## src/rtl/alu_arbiter_if.sv

```systemverilog
// Request/response bundle between two requesters and the shared-ALU arbiter.
// Requester k uses the signals suffixed with k; the result bus is shared.
interface alu_arbiter_if;
   localparam int unsigned DATA_W = 32;
   localparam int unsigned OP_W   = 3;

   logic              req_valid0;
   logic              req_valid1;
   logic              req_ready0;
   logic              req_ready1;
   logic [DATA_W-1:0] req_a0;
   logic [DATA_W-1:0] req_a1;
   logic [DATA_W-1:0] req_b0;
   logic [DATA_W-1:0] req_b1;
   logic [OP_W-1:0]   req_op0;
   logic [OP_W-1:0]   req_op1;
   logic              resp_valid0;
   logic              resp_valid1;
   logic              resp_ready0;
   logic              resp_ready1;
   logic [DATA_W-1:0] resp_result;
   logic              resp_zero;

   modport slave (
      input  req_valid0, req_valid1, req_a0, req_a1, req_b0, req_b1,
             req_op0, req_op1, resp_ready0, resp_ready1,
      output req_ready0, req_ready1, resp_valid0, resp_valid1,
             resp_result, resp_zero
   );

   modport master (
      output req_valid0, req_valid1, req_a0, req_a1, req_b0, req_b1,
             req_op0, req_op1, resp_ready0, resp_ready1,
      input  req_ready0, req_ready1, resp_valid0, resp_valid1,
             resp_result, resp_zero
   );
endinterface

```

## src/rtl/alu_arbiter.sv

```systemverilog
// Round-robin arbiter sharing one ALU between two requesters; one operation in
// flight at a time (IDLE -> EXEC -> RESP), result held until the owner accepts.
module alu_arbiter #(
   parameter int unsigned CNT_W = 16
) (
   input  logic             clk,
   input  logic             rst_n,
   alu_arbiter_if.slave     bus,
   output logic             busy,
   output logic [CNT_W-1:0] op_count
);
   localparam int unsigned DATA_W = 32;
   localparam int unsigned OP_W   = 3;

   typedef enum logic [1:0] {
      IDLE = 2'd0,
      EXEC = 2'd1,
      RESP = 2'd2
   } state_t;

   state_t            state;
   state_t            state_nxt;
   logic [DATA_W-1:0] a_q;
   logic [DATA_W-1:0] b_q;
   logic [OP_W-1:0]   op_q;
   logic              owner_q;
   logic              last_grant_q;
   logic [DATA_W-1:0] result_q;
   logic              zero_q;
   logic [CNT_W-1:0]  cnt_q;
   logic [DATA_W-1:0] alu_c;
   logic              grant1_c;
   logic              accept_c;
   logic              handshake_c;

   // Shared ALU on the registered operands
   always_comb begin
      alu_c = '0;
      unique case (op_q)
         3'b000:  alu_c = a_q & b_q;
         3'b001:  alu_c = a_q | b_q;
         3'b010:  alu_c = a_q + b_q;
         3'b100:  alu_c = a_q - b_q;
         3'b101:  alu_c = a_q * b_q;
         3'b110:  alu_c = DATA_W'(a_q < b_q);
         default: alu_c = '0;
      endcase
   end

   // Next state, arbitration and handshake decode
   always_comb begin
      state_nxt       = state;
      accept_c        = 1'b0;
      handshake_c     = 1'b0;
      bus.req_ready0  = 1'b0;
      bus.req_ready1  = 1'b0;
      bus.resp_valid0 = 1'b0;
      bus.resp_valid1 = 1'b0;
      // requester 1 wins alone, or on a tie when requester 0 was granted last
      grant1_c = bus.req_valid1 & (~bus.req_valid0 | ~last_grant_q);
      unique case (state)
         IDLE: begin
            if (bus.req_valid0 | bus.req_valid1) begin
               accept_c       = 1'b1;
               bus.req_ready0 = ~grant1_c;
               bus.req_ready1 = grant1_c;
               state_nxt      = EXEC;
            end
         end
         EXEC: state_nxt = RESP;
         RESP: begin
            bus.resp_valid0 = ~owner_q;
            bus.resp_valid1 = owner_q;
            if (owner_q ? bus.resp_ready1 : bus.resp_ready0) begin
               handshake_c = 1'b1;
               state_nxt   = IDLE;
            end
         end
         default: state_nxt = IDLE;
      endcase
   end

   always_ff @(posedge clk or negedge rst_n) begin
      if (!rst_n) state <= IDLE;
      else        state <= state_nxt;
   end

   // Operand capture, result register and completion counter
   always_ff @(posedge clk or negedge rst_n) begin
      if (!rst_n) begin
         a_q          <= '0;
         b_q          <= '0;
         op_q         <= '0;
         owner_q      <= 1'b0;
         last_grant_q <= 1'b1;
         result_q     <= '0;
         zero_q       <= 1'b1;
         cnt_q        <= '0;
      end else begin
         if (accept_c) begin
            a_q          <= grant1_c ? bus.req_a1  : bus.req_a0;
            b_q          <= grant1_c ? bus.req_b1  : bus.req_b0;
            op_q         <= grant1_c ? bus.req_op1 : bus.req_op0;
            owner_q      <= grant1_c;
            last_grant_q <= grant1_c;
         end
         if (state == EXEC) begin
            result_q <= alu_c;
            zero_q   <= ~|alu_c;
         end
         if (handshake_c) cnt_q <= cnt_q + CNT_W'(1);
      end
   end

   assign bus.resp_result = result_q;
   assign bus.resp_zero   = zero_q;
   assign busy            = (state != IDLE);
   assign op_count        = cnt_q;
endmodule

```

## src/flat_wrapper.sv

```systemverilog
// flat-port wrapper written by rule: the top's interface ports become plain ports
module alu_arbiter_flat 
#(
   parameter int unsigned CNT_W = 16
)
  (clk, rst_n, busy, op_count, bus_req_valid0, bus_req_valid1, bus_req_a0, bus_req_a1, bus_req_b0, bus_req_b1, bus_req_op0, bus_req_op1, bus_resp_ready0, bus_resp_ready1, bus_req_ready0, bus_req_ready1, bus_resp_valid0, bus_resp_valid1, bus_resp_result, bus_resp_zero);
  alu_arbiter_if bus_i ();
  input  logic clk;
  input  logic rst_n;
  output logic busy;
  output logic [CNT_W-1:0] op_count;
  input wire logic [$bits(bus_i.req_valid0)-1:0] bus_req_valid0;
  input wire logic [$bits(bus_i.req_valid1)-1:0] bus_req_valid1;
  input wire logic [$bits(bus_i.req_a0)-1:0] bus_req_a0;
  input wire logic [$bits(bus_i.req_a1)-1:0] bus_req_a1;
  input wire logic [$bits(bus_i.req_b0)-1:0] bus_req_b0;
  input wire logic [$bits(bus_i.req_b1)-1:0] bus_req_b1;
  input wire logic [$bits(bus_i.req_op0)-1:0] bus_req_op0;
  input wire logic [$bits(bus_i.req_op1)-1:0] bus_req_op1;
  input wire logic [$bits(bus_i.resp_ready0)-1:0] bus_resp_ready0;
  input wire logic [$bits(bus_i.resp_ready1)-1:0] bus_resp_ready1;
  output wire logic [$bits(bus_i.req_ready0)-1:0] bus_req_ready0;
  output wire logic [$bits(bus_i.req_ready1)-1:0] bus_req_ready1;
  output wire logic [$bits(bus_i.resp_valid0)-1:0] bus_resp_valid0;
  output wire logic [$bits(bus_i.resp_valid1)-1:0] bus_resp_valid1;
  output wire logic [$bits(bus_i.resp_result)-1:0] bus_resp_result;
  output wire logic [$bits(bus_i.resp_zero)-1:0] bus_resp_zero;
  assign bus_i.req_valid0 = bus_req_valid0;
  assign bus_i.req_valid1 = bus_req_valid1;
  assign bus_i.req_a0 = bus_req_a0;
  assign bus_i.req_a1 = bus_req_a1;
  assign bus_i.req_b0 = bus_req_b0;
  assign bus_i.req_b1 = bus_req_b1;
  assign bus_i.req_op0 = bus_req_op0;
  assign bus_i.req_op1 = bus_req_op1;
  assign bus_i.resp_ready0 = bus_resp_ready0;
  assign bus_i.resp_ready1 = bus_resp_ready1;
  assign bus_req_ready0 = bus_i.req_ready0;
  assign bus_req_ready1 = bus_i.req_ready1;
  assign bus_resp_valid0 = bus_i.resp_valid0;
  assign bus_resp_valid1 = bus_i.resp_valid1;
  assign bus_resp_result = bus_i.resp_result;
  assign bus_resp_zero = bus_i.resp_zero;
  alu_arbiter #(.CNT_W(CNT_W)) u_core (.clk(clk), .rst_n(rst_n), .bus(bus_i), .busy(busy), .op_count(op_count));
endmodule
```

## config.mk

```make
export PLATFORM = sky130hd
export DESIGN_NAME = alu_arbiter_flat
export DESIGN_NICKNAME = d
export VERILOG_FILES = /design/src/rtl/alu_arbiter_if.sv /design/src/rtl/alu_arbiter.sv /design/src/flat_wrapper.sv
export SDC_FILE = /design/constraint.sdc
export NUM_CORES = 2
export LEC_CHECK = 0
export CORE_MARGIN = 2
export CORE_UTILIZATION = 50
export CTS_CLUSTER_SIZE = 14
export DETAILED_ROUTE_END_ITERATION = 16
export GPL_ROUTABILITY_DRIVEN = 0
export PLACE_DENSITY_LB_ADDON = 0.2
export SYNTH_ARGS = -nofsm -noshare
export SYNTH_HDL_FRONTEND = slang
export SYNTH_SLANG_ARGS = --single-unit
```

## constraint.sdc

```tcl
create_clock -name clk -period 8.2 [get_ports clk]
set_input_delay 1.64 -clock clk [delete_from_list [all_inputs] [get_ports clk]]
set_output_delay 1.64 -clock clk [all_outputs]
set_load 0.05 [all_outputs]
```

==> metrics.cfg <==
[synthesis]
synth_area_leaders=fa_1, dfrtp_1, ha_1
ys_ff_latch=120
ys_types=83
async_flop_share_pct=100
yosysSeqAreaShare_pct=11.7
avgSynthCellArea_sq_um=8.39
yosysTopAreaCellShare_pct=32.0
syn-cell-area_sq_um=25600
synth-edff-count=0
synth_top_cell_by_area=fa_1
syn-instance-count=3055
syn-num-nets=3825
synthFlopType=dfrtp_1
yosysWarnings=0

[placement]
port_buffers=193
placed_cells=3893
dp_hpwl_microns=79900
postPlaceCellArea_sq_um=28900

[route]
drtPass1Iterations=10
vias_per_cell=6.14
wire_per_inst_microns=25.2
detail-route-antenna-nets=0
routed_wl_microns=99100
vias=24172
initialDrtViolationCount=2534
remaining_drc_errors=0

[sta]
final_hold_viol_count=0
hold_ws_ns=0.486
slew-limit-headroom_pct=24.4
tightest_slew_ns=1.13
final-setup-viol-count=0
slew_violations=0
layout_min_cycle_time_ns=8.05
fmax_mhz=124
skew_ns=0.0156
min_period_over_period_pct=98.2

[worst_setup_path]
crit_arrival_ns=8.40
rr_worst_depth=25
path_class=reg2reg
end_kind=register
crit_fanout=10
startpoint_type=register
cp.required_ns=8.54

[global_route]
grtUsageMet3_pct=11.2
grt_pass1_wl_microns=150000
track_usage_pct=38.0
grt_max_degree=63
grt-busiest-layer=met2
overflow=0
antenna_found_initial=4
met2_usage_pct=59.6
first_global_vias=25286
grt_use_met1_pct=45.1

[die]
core_area_sq_um=50400
die_h_microns=230
fp.dieW_microns=230
io_pins=194
initial_core_util_pct=50.9
dieArea_sq_um=53100
num_rows=82

[run_status]
outcome=finished clean

[finish]
final_util_pct=58.7
instances_no_fill=3935
final_layout_size_suffix_gt1_share_pct=8.10
final_area_sq_um=29600
fin_nets=4017
syn_to_final_growth_pct=15.4

[min_path]
hp-class=reg2reg
hold_depth=2

[clock_network]
clk_pin_slew_ns=0.06
clkSinkCount=120
cts_made_buffers=17
clk_latency_ns=0.46
cts_root_buf=clkbuf_16
htree_levels=4
cts_tree=done
cts_buffer_depth=2

[job]
drv_cap=0

==> critical path, stage by stage, from the launching register on <==
cell,delay [ns]
dfrtp_1,0.42
clkinv_1,0.38
buf_12,0.30
nor2_1,0.17
fa_1,0.44
fa_1,0.42
fa_1,0.49
inv_1,0.05
fa_1,0.47
inv_1,0.05
fa_1,0.44
ha_1,0.30
fa_1,0.52
fa_1,0.43
ha_1,0.30
a21o_1,0.21
a21oi_1,0.16
a2bb2oi_1,0.39
nand3_1,0.15
o21ai_0,0.37
nor2b_1,0.10
nor2_1,0.36
o31ai_1,0.15
xnor2_1,0.24
o221ai_1,0.28
mux2_2,0.34
==> sequential cells by signal, indices dropped and copies added, names as in the netlist <==
signal                  flops
u_core.bus.resp_zero        1
u_core.last_grant_q         1
u_core.b_q                 32
u_core.owner_q              1
u_core.bus.resp_result     32
u_core.op_q                 3
u_core.state                2
u_core.a_q                 32
u_core.op_count            16
==> worst paths after layout <==
path                                              end  slack (ns)                        from
setup reg to reg           u_core.bus.resp_result[31]        0.15               u_core.a_q[4]
hold / removal             u_core.bus.resp_result[19]        0.49  u_core.bus.resp_result[19]
max in group asynchronous               u_core.b_q[9]        5.49                       rst_n
min in group asynchronous   u_core.bus.resp_result[6]        1.25                       rst_n
hold reg to reg            u_core.bus.resp_result[19]        0.49  u_core.bus.resp_result[19]
setup / recovery           u_core.bus.resp_result[31]        0.15               u_core.a_q[4]
==> kinds of logic (layout without fill, tap and decap cells) <==
group,after synthesis,count (layout),synth area share [%]
and+or+nand+nor,945,945,15.7
buffers and inverters,690,895,10.2
adders and majority gates,630,630,42.8
AOI/OAI and AO/OA,494,494,13.2
DFF,120,120,11.7
xor gates and xnor gates,115,115,3.93
muxes,61,61,2.45
other,0,3,0
==> routing by layer <==
metal	part of all wire, %	up-vias	wire, microns
li1	-	10200	-
met1	34	11653	34100
met2	44	1800	43900
met3	12	517	12300
met4	8.8	2	8730
met5	0.011	-	11
==> placed cells by master, fill, tap and decap left out, types with 9 or more instances in the layout <==
cell type / instances
inv_1: 497
nor2b_1: 22
o21ai_0: 121
o31ai_1: 12
clkbuf_16: 17
a31oi_1: 13
buf_4: 145
fa_1: 410
a21oi_1: 109
nor3_1: 32
o21a_1: 16
nand4_1: 21
clkinv_1: 12
o211ai_1: 15
o22ai_1: 14
dfrtp_1: 115
nor4_1: 13
or2_2: 9
and3_1: 13
a221oi_1: 9
mux2_2: 14
clkdlybuf4s50_1: 192
xor2_1: 24
nand2b_1: 15
nand3_1: 42
a21o_1: 16
mux2i_1: 46
nor2_1: 405
or3_1: 10
a222oi_1: 34
nand2_1: 326
a211oi_1: 18
xnor2_1: 91
ha_1: 218
o21bai_1: 12
==> cell type report <==
cell class | instances | area [sq um]
multi-input combinational | 2245 | 20100
fill | 4480 | 20800
clock buffer | 18 | 439
clock inverter | 14 | 139
tap | 672 | 841
timing repair inverter | 1 | 5.00
timing repair buffer | 339 | 3050
antenna | 3 | 7.51
sequential | 120 | 3010
inverter | 523 | 1980
==> through the flow <==
step | setup WS, ns | setup TNS [ns]
detailed placement | 0.0556 | 0
global route | -0.0377 | -0.0377
floorplan | 0.619 | 0
CTS | 0.0142 | 0
finish | 0.147 | 0
global placement | 0.202 | 0
==> timing repair <==
item / 4_1_cts / 5_1_grt
resized for setup: 0 / 31
buffers inserted: 0 / 6
endpoints found under the setup margin: 0 / 2
hold buffers: 0 / 0
==> cell usage after synthesis, types with 10 or more instances <==
master    count
a222oi_1     34
buf_2        11
or3_1        10
a221oi_1     11
buf_1        21
dfrtp_1     118
a31oi_1      13
a21o_1       16
a21oi_1     111
ha_1        220
xnor2_1      91
nand3_1      42
o31ai_1      12
and3_1       13
or2_2        10
o21ai_0     122
o211ai_1     15
nor2b_1      23
mux2i_1      47
o21bai_1     12
o21a_1       16
o22ai_1      14
nand4_1      21
inv_1       505
nand2_1     326
nor3_1       35
fa_1        410
nor4_1       15
mux2_2       14
a211oi_1     19
xor2_1       24
clkbuf_1    133
clkinv_1     13
nor2_1      408
nand2b_1     15
Power is not shown: default switching activity piles up to over one toggle a cycle in this logic, so the estimate is an artifact.
